`src/rtl/satp_pkg.sv`:
```
// Shared types and field helpers for the satp update sequencer.
// Field helpers work on a wide raw vector so any field widths can share them.
package satp_pkg;

  localparam int unsigned SATP_MAX = 128;

  typedef logic [SATP_MAX-1:0] satp_raw_t;

  typedef enum logic {
    IDLE,
    FLUSH
  } state_e;

  typedef enum logic [1:0] {
    NONE,
    ASID,
    GLOBAL
  } flush_kind_e;

  function automatic satp_raw_t satp_field(
    input satp_raw_t   v,
    input int unsigned lsb,
    input int unsigned w
  );
    satp_raw_t m;
    m = (satp_raw_t'(1) << w) - satp_raw_t'(1);
    return (v >> lsb) & m;
  endfunction

  function automatic satp_raw_t satp_mode(
    input satp_raw_t   v,
    input int unsigned mode_w,
    input int unsigned asid_w,
    input int unsigned ppn_w
  );
    return satp_field(v, asid_w + ppn_w, mode_w);
  endfunction

  function automatic satp_raw_t satp_asid(
    input satp_raw_t   v,
    input int unsigned asid_w,
    input int unsigned ppn_w
  );
    return satp_field(v, ppn_w, asid_w);
  endfunction

  function automatic satp_raw_t satp_ppn(
    input satp_raw_t   v,
    input int unsigned ppn_w
  );
    return satp_field(v, 0, ppn_w);
  endfunction

endpackage

```
`src/rtl/satp_update_sequencer_classify.sv`:
```
// Decides which TLB flush a satp change needs.
// A MODE or root PPN change invalidates every entry; an ASID change only the new ASID.
module satp_flush_classify
  import satp_pkg::*;
#(
  parameter int unsigned MODE_W = 4,
  parameter int unsigned ASID_W = 6,
  parameter int unsigned PPN_W  = 22,
  localparam int unsigned SATP_W = MODE_W + ASID_W + PPN_W
) (
  input  logic [SATP_W-1:0] old_val,
  input  logic [SATP_W-1:0] new_val,
  output flush_kind_e       kind
);

  satp_raw_t o;
  satp_raw_t n;
  logic      global_diff;
  logic      asid_diff;

  assign o = satp_raw_t'(old_val);
  assign n = satp_raw_t'(new_val);

  assign global_diff =
    (satp_mode(o, MODE_W, ASID_W, PPN_W) !=
     satp_mode(n, MODE_W, ASID_W, PPN_W)) ||
    (satp_ppn(o, PPN_W) != satp_ppn(n, PPN_W));

  assign asid_diff =
    satp_asid(o, ASID_W, PPN_W) !=
    satp_asid(n, ASID_W, PPN_W);

  // Global change dominates an ASID-only change
  always_comb begin
    kind = NONE;
    unique case (1'b1)
      global_diff:              kind = GLOBAL;
      !global_diff && asid_diff: kind = ASID;
      default:                  kind = NONE;
    endcase
  end

endmodule

```
`src/rtl/satp_update_sequencer.sv`:
```
// Owns satp: legalises software writes and sequences the TLB flush
// that must complete (or time out) before a new value is committed.
module satp_update_sequencer
  import satp_pkg::*;
#(
  parameter int unsigned MODE_W        = 4,
  parameter int unsigned ASID_W        = 6,
  parameter int unsigned PPN_W         = 22,
  parameter logic [(2**MODE_W)-1:0] ALLOWED_MODES = 16'h0002,
  parameter int unsigned ENFORCED_MODE = 1,
  parameter bit          STRICT        = 1'b0,
  parameter int unsigned FLUSH_TIMEOUT = 64,
  localparam int unsigned SATP_W = MODE_W + ASID_W + PPN_W
) (
  input  logic              clk,
  input  logic              rst_n,
  input  logic              wr_valid,
  output logic              wr_ready,
  input  logic [SATP_W-1:0] wr_data,
  output logic [SATP_W-1:0] satp_q,
  output logic              wr_reject,
  output logic              flush_req,
  output logic              flush_asid_only,
  output logic [ASID_W-1:0] flush_asid,
  input  logic              flush_ack,
  output logic              flush_timeout,
  output logic              busy
);

  localparam int unsigned CNT_W = $clog2(FLUSH_TIMEOUT + 1);
  localparam logic [CNT_W-1:0] CNT_LAST = CNT_W'(FLUSH_TIMEOUT - 1);
  localparam logic [SATP_W-1:0] SATP_RST =
    {MODE_W'(ENFORCED_MODE), {(ASID_W + PPN_W){1'b0}}};

  if (ALLOWED_MODES[0]) begin : g_bad_bare
    $error("ALLOWED_MODES bit 0 (bare) must be clear");
  end
  if (!ALLOWED_MODES[ENFORCED_MODE]) begin : g_bad_enf
    $error("ENFORCED_MODE must be a legal mode");
  end
  if (FLUSH_TIMEOUT < 1) begin : g_bad_tmo
    $error("FLUSH_TIMEOUT must be at least 1");
  end

  state_e            state_q, state_d;
  flush_kind_e       kind_q, kind_d;
  flush_kind_e       kind;
  logic [CNT_W-1:0]  cnt_q, cnt_d;
  logic [SATP_W-1:0] satp_d;
  logic [SATP_W-1:0] pend_q, pend_d;
  logic              reject_d;
  logic              tmo_d;

  logic [MODE_W-1:0] mode_in;
  logic              legal;
  logic              accept;
  logic              drop;
  logic [SATP_W-1:0] effective;

  assign mode_in = MODE_W'(satp_mode(satp_raw_t'(wr_data),
                                     MODE_W, ASID_W, PPN_W));
  assign legal   = ALLOWED_MODES[mode_in];
  assign accept  = wr_valid && (state_q == IDLE);
  assign drop    = !legal && STRICT;

  assign effective = legal ? wr_data :
    {MODE_W'(ENFORCED_MODE), wr_data[ASID_W+PPN_W-1:0]};

  satp_flush_classify #(
    .MODE_W (MODE_W),
    .ASID_W (ASID_W),
    .PPN_W  (PPN_W)
  ) u_classify (
    .old_val (satp_q),
    .new_val (effective),
    .kind    (kind)
  );

  // State, counter, committed and pending satp, output pulses
  always_ff @(posedge clk or negedge rst_n) begin
    if (!rst_n) begin
      state_q       <= IDLE;
      kind_q        <= NONE;
      cnt_q         <= '0;
      satp_q        <= SATP_RST;
      pend_q        <= '0;
      wr_reject     <= 1'b0;
      flush_timeout <= 1'b0;
    end else begin
      state_q       <= state_d;
      kind_q        <= kind_d;
      cnt_q         <= cnt_d;
      satp_q        <= satp_d;
      pend_q        <= pend_d;
      wr_reject     <= reject_d;
      flush_timeout <= tmo_d;
    end
  end

  // Accept/classify in IDLE; wait for ack or timeout in FLUSH
  always_comb begin
    state_d  = state_q;
    kind_d   = kind_q;
    cnt_d    = cnt_q;
    satp_d   = satp_q;
    pend_d   = pend_q;
    reject_d = 1'b0;
    tmo_d    = 1'b0;
    unique case (state_q)
      IDLE: begin
        if (accept) begin
          reject_d = !legal;
          if (!drop) begin
            if (kind == NONE) begin
              satp_d = effective;
            end else begin
              pend_d  = effective;
              kind_d  = kind;
              cnt_d   = '0;
              state_d = FLUSH;
            end
          end
        end
      end
      FLUSH: begin
        if (flush_ack) begin
          satp_d  = pend_q;
          state_d = IDLE;
        end else if (cnt_q == CNT_LAST) begin
          satp_d  = pend_q;
          tmo_d   = 1'b1;
          state_d = IDLE;
        end else begin
          cnt_d = cnt_q + 1'b1;
        end
      end
      default: state_d = IDLE;
    endcase
  end

  assign wr_ready        = (state_q == IDLE);
  assign busy            = (state_q != IDLE);
  assign flush_req       = busy;
  assign flush_asid_only = busy && (kind_q == ASID);
  assign flush_asid      = busy ?
    ASID_W'(satp_asid(satp_raw_t'(pend_q), ASID_W, PPN_W)) : '0;

endmodule

```
`config.mk`:
```
export PLATFORM = sky130hd
export DESIGN_NAME = satp_update_sequencer
export DESIGN_NICKNAME = d
export VERILOG_FILES = /design/src/rtl/satp_pkg.sv /design/src/rtl/satp_update_sequencer_classify.sv /design/src/rtl/satp_update_sequencer.sv
export SDC_FILE = /design/constraint.sdc
export NUM_CORES = 1
export LEC_CHECK = 0
export ABC_AREA = 0
export BUFFER_PORTS_ARGS = -buffer_cell sky130_fd_sc_hd__buf_2
export CAP_MARGIN = 15
export CORE_ASPECT_RATIO = 1.4
export CORE_MARGIN = 2
export CORE_UTILIZATION = 45
export CTS_BUF_LIST = sky130_fd_sc_hd__clkbuf_16
export DETAILED_ROUTE_END_ITERATION = 16
export GPL_TIMING_DRIVEN = 0
export PLACE_DENSITY = 0.68
export SKIP_LAST_GASP = 1
export SYNTH_ARGS = -nofsm -noshare
export SYNTH_HDL_FRONTEND = slang
export SYNTH_SLANG_ARGS = --single-unit
```
`constraint.sdc`:
```
create_clock -name clk -period 5.5 [get_ports clk]
set_clock_uncertainty 0.15 [all_clocks]
set_input_delay 0.275 -clock clk [delete_from_list [all_inputs] [get_ports clk]]
set_output_delay 0.275 -clock clk [all_outputs]
set_load 0.01 [all_outputs]
```
==> flow_summary_export.csv, run 1 <==
group,metric,value,unit
layout,multiInputGateArea,0.001760,mm²
layout,fillers,738,
detailed_routing,detail-route-antenna-nets,0,
power_and_ir_drop,p_per_area,419.6,mW/mm²
worst_setup_path,cp_max_fo,10,
global_routing,grt_pass1_wl,12.59,mm
timing,fin_crit_sh,46.34,%
place,dpl_cell_area,0.004284,mm²
yosys,synth_area_per_cell,13.67,µm²
power_and_ir_drop,irDropWorstVdd,0.0002101,V
flow_run,drv_cap,0,
place,finalWeightedCongestion,0.7748,
yosys,ys_warn_count,0,
global_routing,grt_pass1_vias,2573,
timing,worst_slack,2.951,ns
die,start_util,46.06,%
cts,clockRootBuffer,"clkbuf_16",
yosys,ys_async_sr_fraction,100.0,%
worst_setup_path,cp-start-kind,"register",
worst_setup_path,path_class,"reg2reg",
layout,drive_above_1_share,48.11,%
global_routing,antenna_found_initial,0,
die,dieArea,0.009046,mm²
yosys,synth_edf_count,0,
timing,finalMaxSlewViolations,0,
run_status,outcome,"completed",
timing,tightest_slew,0.6821,ns
yosys,synth_seq_area_share,51.01,%
global_routing,grt_use_total,18.62,%
detailed_routing,vias,2455,
worst_setup_path,cp-end-kind,"register",
hold_path,hp-class,"in2reg",
global_routing,grt_max_degree,49,
timing,final_hold_viol_count,0,
global_routing,grt_remaining_overflow,0,
die,coreArea,0.008100,mm²
worst_setup_path,critPathArrivalTime,2.61,ns
yosys,synth_area,0.003731,mm²
cts,clk-insertion-delay-late,0.33,ns
worst_setup_path,cp.required,5.56,ns
place,place_ws,2.880,ns
layout,final_common_cell,"buf_2",
cts,cts_buffers,9,
die,die_h,111.7,µm
yosys,ys_types,38,
layout,num_antenna_cells,0,
layout,area_growth,21.86,%
cts,clkTransAtPathRegs,0.05,ns
yosys,syn_inst,273,
die,die_x,80.96,µm
yosys,synth-seq-cells,76,
timing,maxSlewHeadroom,54.53,%
timing,final.setup.tns,0,ns
place,dp_hpwl,5.673,mm
place,io_buffers,79,
detailed_routing,firstDrtPassIters,4,
detailed_routing,drc,0,
timing,min_period,2.549,ns
cts,cts.sinks,76,
cts,ctsResizeCount,0,
die,num_rows,39,
power_and_ir_drop,p_leak,2.113,nW
layout,regArea,0.001903,mm²
detailed_routing,wl,7.727,mm
cts,htreeDepth,3,
cts,cts_buffer_depth,2,
die,num_io_pins,80,
timing,fmax,392.3,MHz
cts,cts_setup_buffers,0,
detailed_routing,via_per_inst,5.201,
timing,rsz0062_at_grt,"false",
layout,fin_area,0.004547,mm²
timing,setup_viol,0,
detailed_routing,wl_per_cell,16.37,µm
layout,nets,402,
detailed_routing,drt_iter0_drc,89,
yosys,synth_fp_nets,310,
yosys,synth_ff_type,"dfrtp_1",
cts,cts_tree,"yes",
layout,layout_common_cells,"buf_2, dfrtp_1, mux2_2",
-- layout make-up --
class                   count  area share, %
well taps                 102          2.807
clock buffers               9          4.953
flip-flops and latches     76          41.85
inverters                   2         0.1651
multi-input cells         184          38.72
repair buffers             81          9.576
plain buffers              11          1.321
clock inverters             7         0.6054
-- sequential cells by signal, summed over array words and instances, names as in the netlist --
register and count:
cnt_q 7, wr_reject 1, kind_q 2, satp_q 32, flush_timeout 1, pend_q 32, busy 1
-- synthesized netlist by cell type (2+ instances only) --
library cell,instances,area share (%)
buf_6,2,0.60
and2_1,7,1.2
xor2_1,7,1.6
nor2_1,8,0.80
o21ai_0,6,0.80
and3_1,2,0.34
a21o_1,6,1.2
clkbuf_1,8,0.80
nor4_1,2,0.34
nand4_1,12,2.0
nor2b_1,3,0.50
mux2_1,6,1.8
xnor2_1,25,5.9
or2_2,2,0.34
dfrtp_1,75,50
nand2_1,6,0.60
mux2_4,20,8.0
mux2_2,56,17
-- cell families (layout without fill, tap and decap cells) --
family | count (synthesis) | count (layout) | synth area share (%)
adder cells (fa/ha/maj) | 1 | 1 | 0.3353
AO/OA/AOI/OAI | 18 | 18 | 3.957
buffers and inverters | 13 | 110 | 1.811
flip-flops | 76 | 76 | 51.01
XOR/XNOR | 32 | 32 | 7.512
multiplexers | 82 | 82 | 26.76
AND/OR/NAND/NOR | 51 | 51 | 8.618
-- power by group --
group          internal [mW]  total [mW]  leakage, nW  switching, mW
Clock                  0.294       0.501        0.136          0.206
Sequential             0.699       0.806        0.918          0.108
Combinational          0.332       0.601         1.06          0.268
Total                   1.33        1.91         2.11          0.582
-- layer usage --
metal	share of wire, %	GRT usage (%)
met5	0	0
met2	51	30.30
met4	3.2	10.73
met1	41	22.67
met3	4.9	3.566
-- worst max-delay path: stages, from the launching register on --
cell     delay (ns)
dfstp_2        0.53
nor4b_2        0.30
nand4_1        0.13
nor4_1         0.47
a31oi_4        0.28
buf_6          0.26
mux2_4         0.30
-- through the flow --
step	hold WS, ns	instances	utilization (%)	power (mW)
2_1_floorplan	-0.1706	273	-	1.203
5_1_grt	0.05132	472	56.13	2.027
3_5_place_dp	0.08161	455	52.89	1.422
6_report	0.03580	472	56.13	1.908
3_3_place_gp	0.3016	454	52.52	1.399
4_1_cts	0.02505	472	56.13	1.936
-- what timing repair did --
| action | 4_1_cts | 5_1_grt |
|---|---|---|
| endpoints found under the hold margin | 28 | 0 |
| setup endpoints to repair | 0 | 0 |
| hold buffers | 1 | 0 |
-- path summary, 6_finish.rpt --
check,start,to,slack [ns],depth (start not counted)
setup / recovery,satp_q[28],satp_q[7],2.95,6
setup reg to reg,satp_q[28],satp_q[7],2.95,6
hold reg to reg,pend_q[28],pend_q[28],0.32,1
max in group asynchronous,rst_n,satp_q[28],4.32,3
min in group asynchronous,rst_n,pend_q[6],0.26,2
hold / removal,wr_data[30],wr_reject,0.04,3
(Power assumes the default switching activity.)
==> run 2, diff against run 1 <==
- clock period: 5.5 -> 2.7 ns (I/O delays scaled with it)
==> flow_summary_export.csv, run 2 (same netlist as run 1, synthesis figures left out) <==
group,metric,value,unit
run_status,outcome,"completed",
worst_setup_path,path_class,"reg2reg",
worst_setup_path,crit-reg2reg-launch,"cnt_q[0]",
cts,cts_buffers,9,
place,io_buffers,79,
layout,fin_cells,503,
timing,final.setup.tns,0,ns
hold_path,whs_path_depth,3,
die,num_rows,39,
timing,min_period,2.503,ns
timing,setup_viol,0,
power_and_ir_drop,p_per_area,807.7,mW/mm²
cts,cts_setup_buffers,0,
power_and_ir_drop,clock_power_share,26.0,%
place,dp_hpwl,5.673,mm
worst_setup_path,cp.required,2.76,ns
layout,regArea,0.001903,mm²
layout,reg_top3,"pend_q (32), satp_q (32), cnt_q (7)",
worst_setup_path,cp-start-kind,"register",
layout,multiInputGateArea,0.001767,mm²
detailed_routing,wl_per_cell,16.09,µm
timing,final_hold_viol_count,0,
power_and_ir_drop,irDropWorstVdd,0.0004368,V
layout,nets,433,
global_routing,grt_pass1_wl,13.26,mm
worst_setup_path,cp-end-kind,"register",
worst_setup_path,cp_slowest_cell,"dfrtp_1",
cts,clk-insertion-delay-late,0.33,ns
power_and_ir_drop,pwr-share-comb,32.2,%
hold_path,hp-class,"in2reg",
detailed_routing,drt_iter0_drc,113,
die,start_util,46.06,%
detailed_routing,via_per_inst,5.147,
timing,maxSlewHeadroom,56.77,%
cts,cts_buffer_depth,2,
timing,worst_slack,0.1973,ns
layout,fillers,709,
die,num_io_pins,80,
cts,clkTransAtPathRegs,0.05,ns
power_and_ir_drop,power.switching,1.201,mW
cts,cts_tree,"yes",
timing,hold_ws,0.03957,ns
worst_setup_path,crit_family,"compound AO/OA/AOI/OAI gates",
detailed_routing,drc,0,
power_and_ir_drop,p_sw_share,30.54,%
layout,num_antenna_cells,0,
die,dieArea,0.009046,mm²
layout,final_common_cell,"buf_2",
worst_setup_path,cp_num_buf_inv,1,
detailed_routing,wl,8.093,mm
timing,fin_crit_sh,92.69,%
timing,finalMaxSlewViolations,0,
flow_run,drv_cap,0,
detailed_routing,firstDrtPassIters,4,
layout,layout_common_cells,"buf_2, dfrtp_1, mux2_2",
power_and_ir_drop,internal_power,2.730,mW
cts,clockRootBuffer,"clkbuf_16",
power_and_ir_drop,p_leak,2.255,nW
global_routing,antenna_found_initial,0,
worst_setup_path,critPathArrivalTime,2.56,ns
timing,rsz0062_at_grt,"false",
worst_setup_path,regToRegSetupSlack,0.20,ns
global_routing,grt_max_degree,49,
timing,fmax,399.6,MHz
timing,tightest_slew,0.6484,ns
place,placed_cells,455,
die,die_h,111.7,µm
cts,cts.sinks,76,
power_and_ir_drop,p_seq_share,41.8,%
cts,htreeDepth,3,
detailed_routing,vias,2589,
place,place_ws,0.07999,ns
worst_setup_path,cp_max_fo,10,
worst_setup_path,worstReg2RegEnd,"satp_q[7]",
worst_setup_path,cp-startpoint,"cnt_q[0]",
hold_path,holdPathEnd,"wr_reject",
global_routing,grt_pass1_vias,2739,
worst_setup_path,slowest_delay,0.37,ns
place,finalWeightedCongestion,0.7748,
worst_setup_path,crit_path_cell_trace,"ha_1 > nand2_1 > o311a_4 > nor4b_4 > a31oi_4 > buf_6 > mux2_4",
global_routing,grt_remaining_overflow,0,
global_routing,grt_use_total,19.53,%
layout,area_growth,30.45,%
die,coreArea,0.008100,mm²
layout,drive_above_1_share,45.39,%
worst_setup_path,ff2ff_path_depth,7,
hold_path,min_from,"wr_valid",
die,die_x,80.96,µm
detailed_routing,detail-route-antenna-nets,0,
==> run 2: cell count changes in the layout (fill, tap and decap cells not counted), sizes merged <==
| cell | previous run | this run |
|---|---|---|
| dlygate4sd3 | 1 | 32 |
==> run 2: stage by stage <==
| step | total power, mW | utilization [%] | instance area [µm²] |
|---|---|---|---|
| floorplan | 2.452 | - | 3731 |
| global placement | 2.849 | 52.52 | 4254 |
| detailed placement | 2.897 | 52.89 | 4284 |
| CTS | 3.978 | 59.96 | 4857 |
| global route | 4.175 | 60.09 | 4867 |
| finish | 3.931 | 60.09 | 4867 |
==> run 2: cell type report <==
type / count / share of cell area (%)
Buffer: 11 / 1.311
Multi-Input combinational cell: 184 / 36.30
Clock inverter: 7 / 0.5656
Clock buffer: 9 / 4.627
Tap cell: 102 / 2.622
Timing Repair Buffer: 112 / 15.32
Sequential cell: 76 / 39.10
Inverter: 2 / 0.1542
==> run 2: power groups by stage <==
stage	logic, mW	clock network, mW	registers (mW)
2_1_floorplan	0.747	0	1.70
3_3_place_gp	1.21	0	1.64
3_5_place_dp	1.24	0	1.66
4_1_cts	1.28	1.05	1.65
5_1_grt	1.38	1.11	1.68
6_report	1.27	1.02	1.64
==> run 2: worst max-delay path by stage <==
stage	depth (start not counted)	slack, ns	endpoint
2_1_floorplan	6	0.40	satp_q[0]
3_5_place_dp	6	0.08	satp_q[12]
3_3_place_gp	6	0.12	satp_q[11]
4_1_cts	6	0.09	satp_q[12]
6_report	7	0.20	satp_q[7]
5_1_grt	6	0.03	pend_q[21]
==> run 2: what timing repair did <==
item                                   CTS  global route
hold buffers                            32             0
endpoints found under the hold margin  105             0
resized for setup                        0             7
setup endpoints to repair                0            41
==> run 2: tightest hold or removal path: cells and delay by family <==
family,cells,cell delay [ns]
buffers and inverters,1,0.10
and+or+nand+nor,2,0.24
==> run 2: layer usage <==
layer	track usage (%)	part of all wire, %	vias to the layer above
met5	0	0	-
met1	23.10	41	1284
li1	-	-	1224
met2	33.00	52	66
met4	10.62	3.0	0
met3	3.404	4.2	15
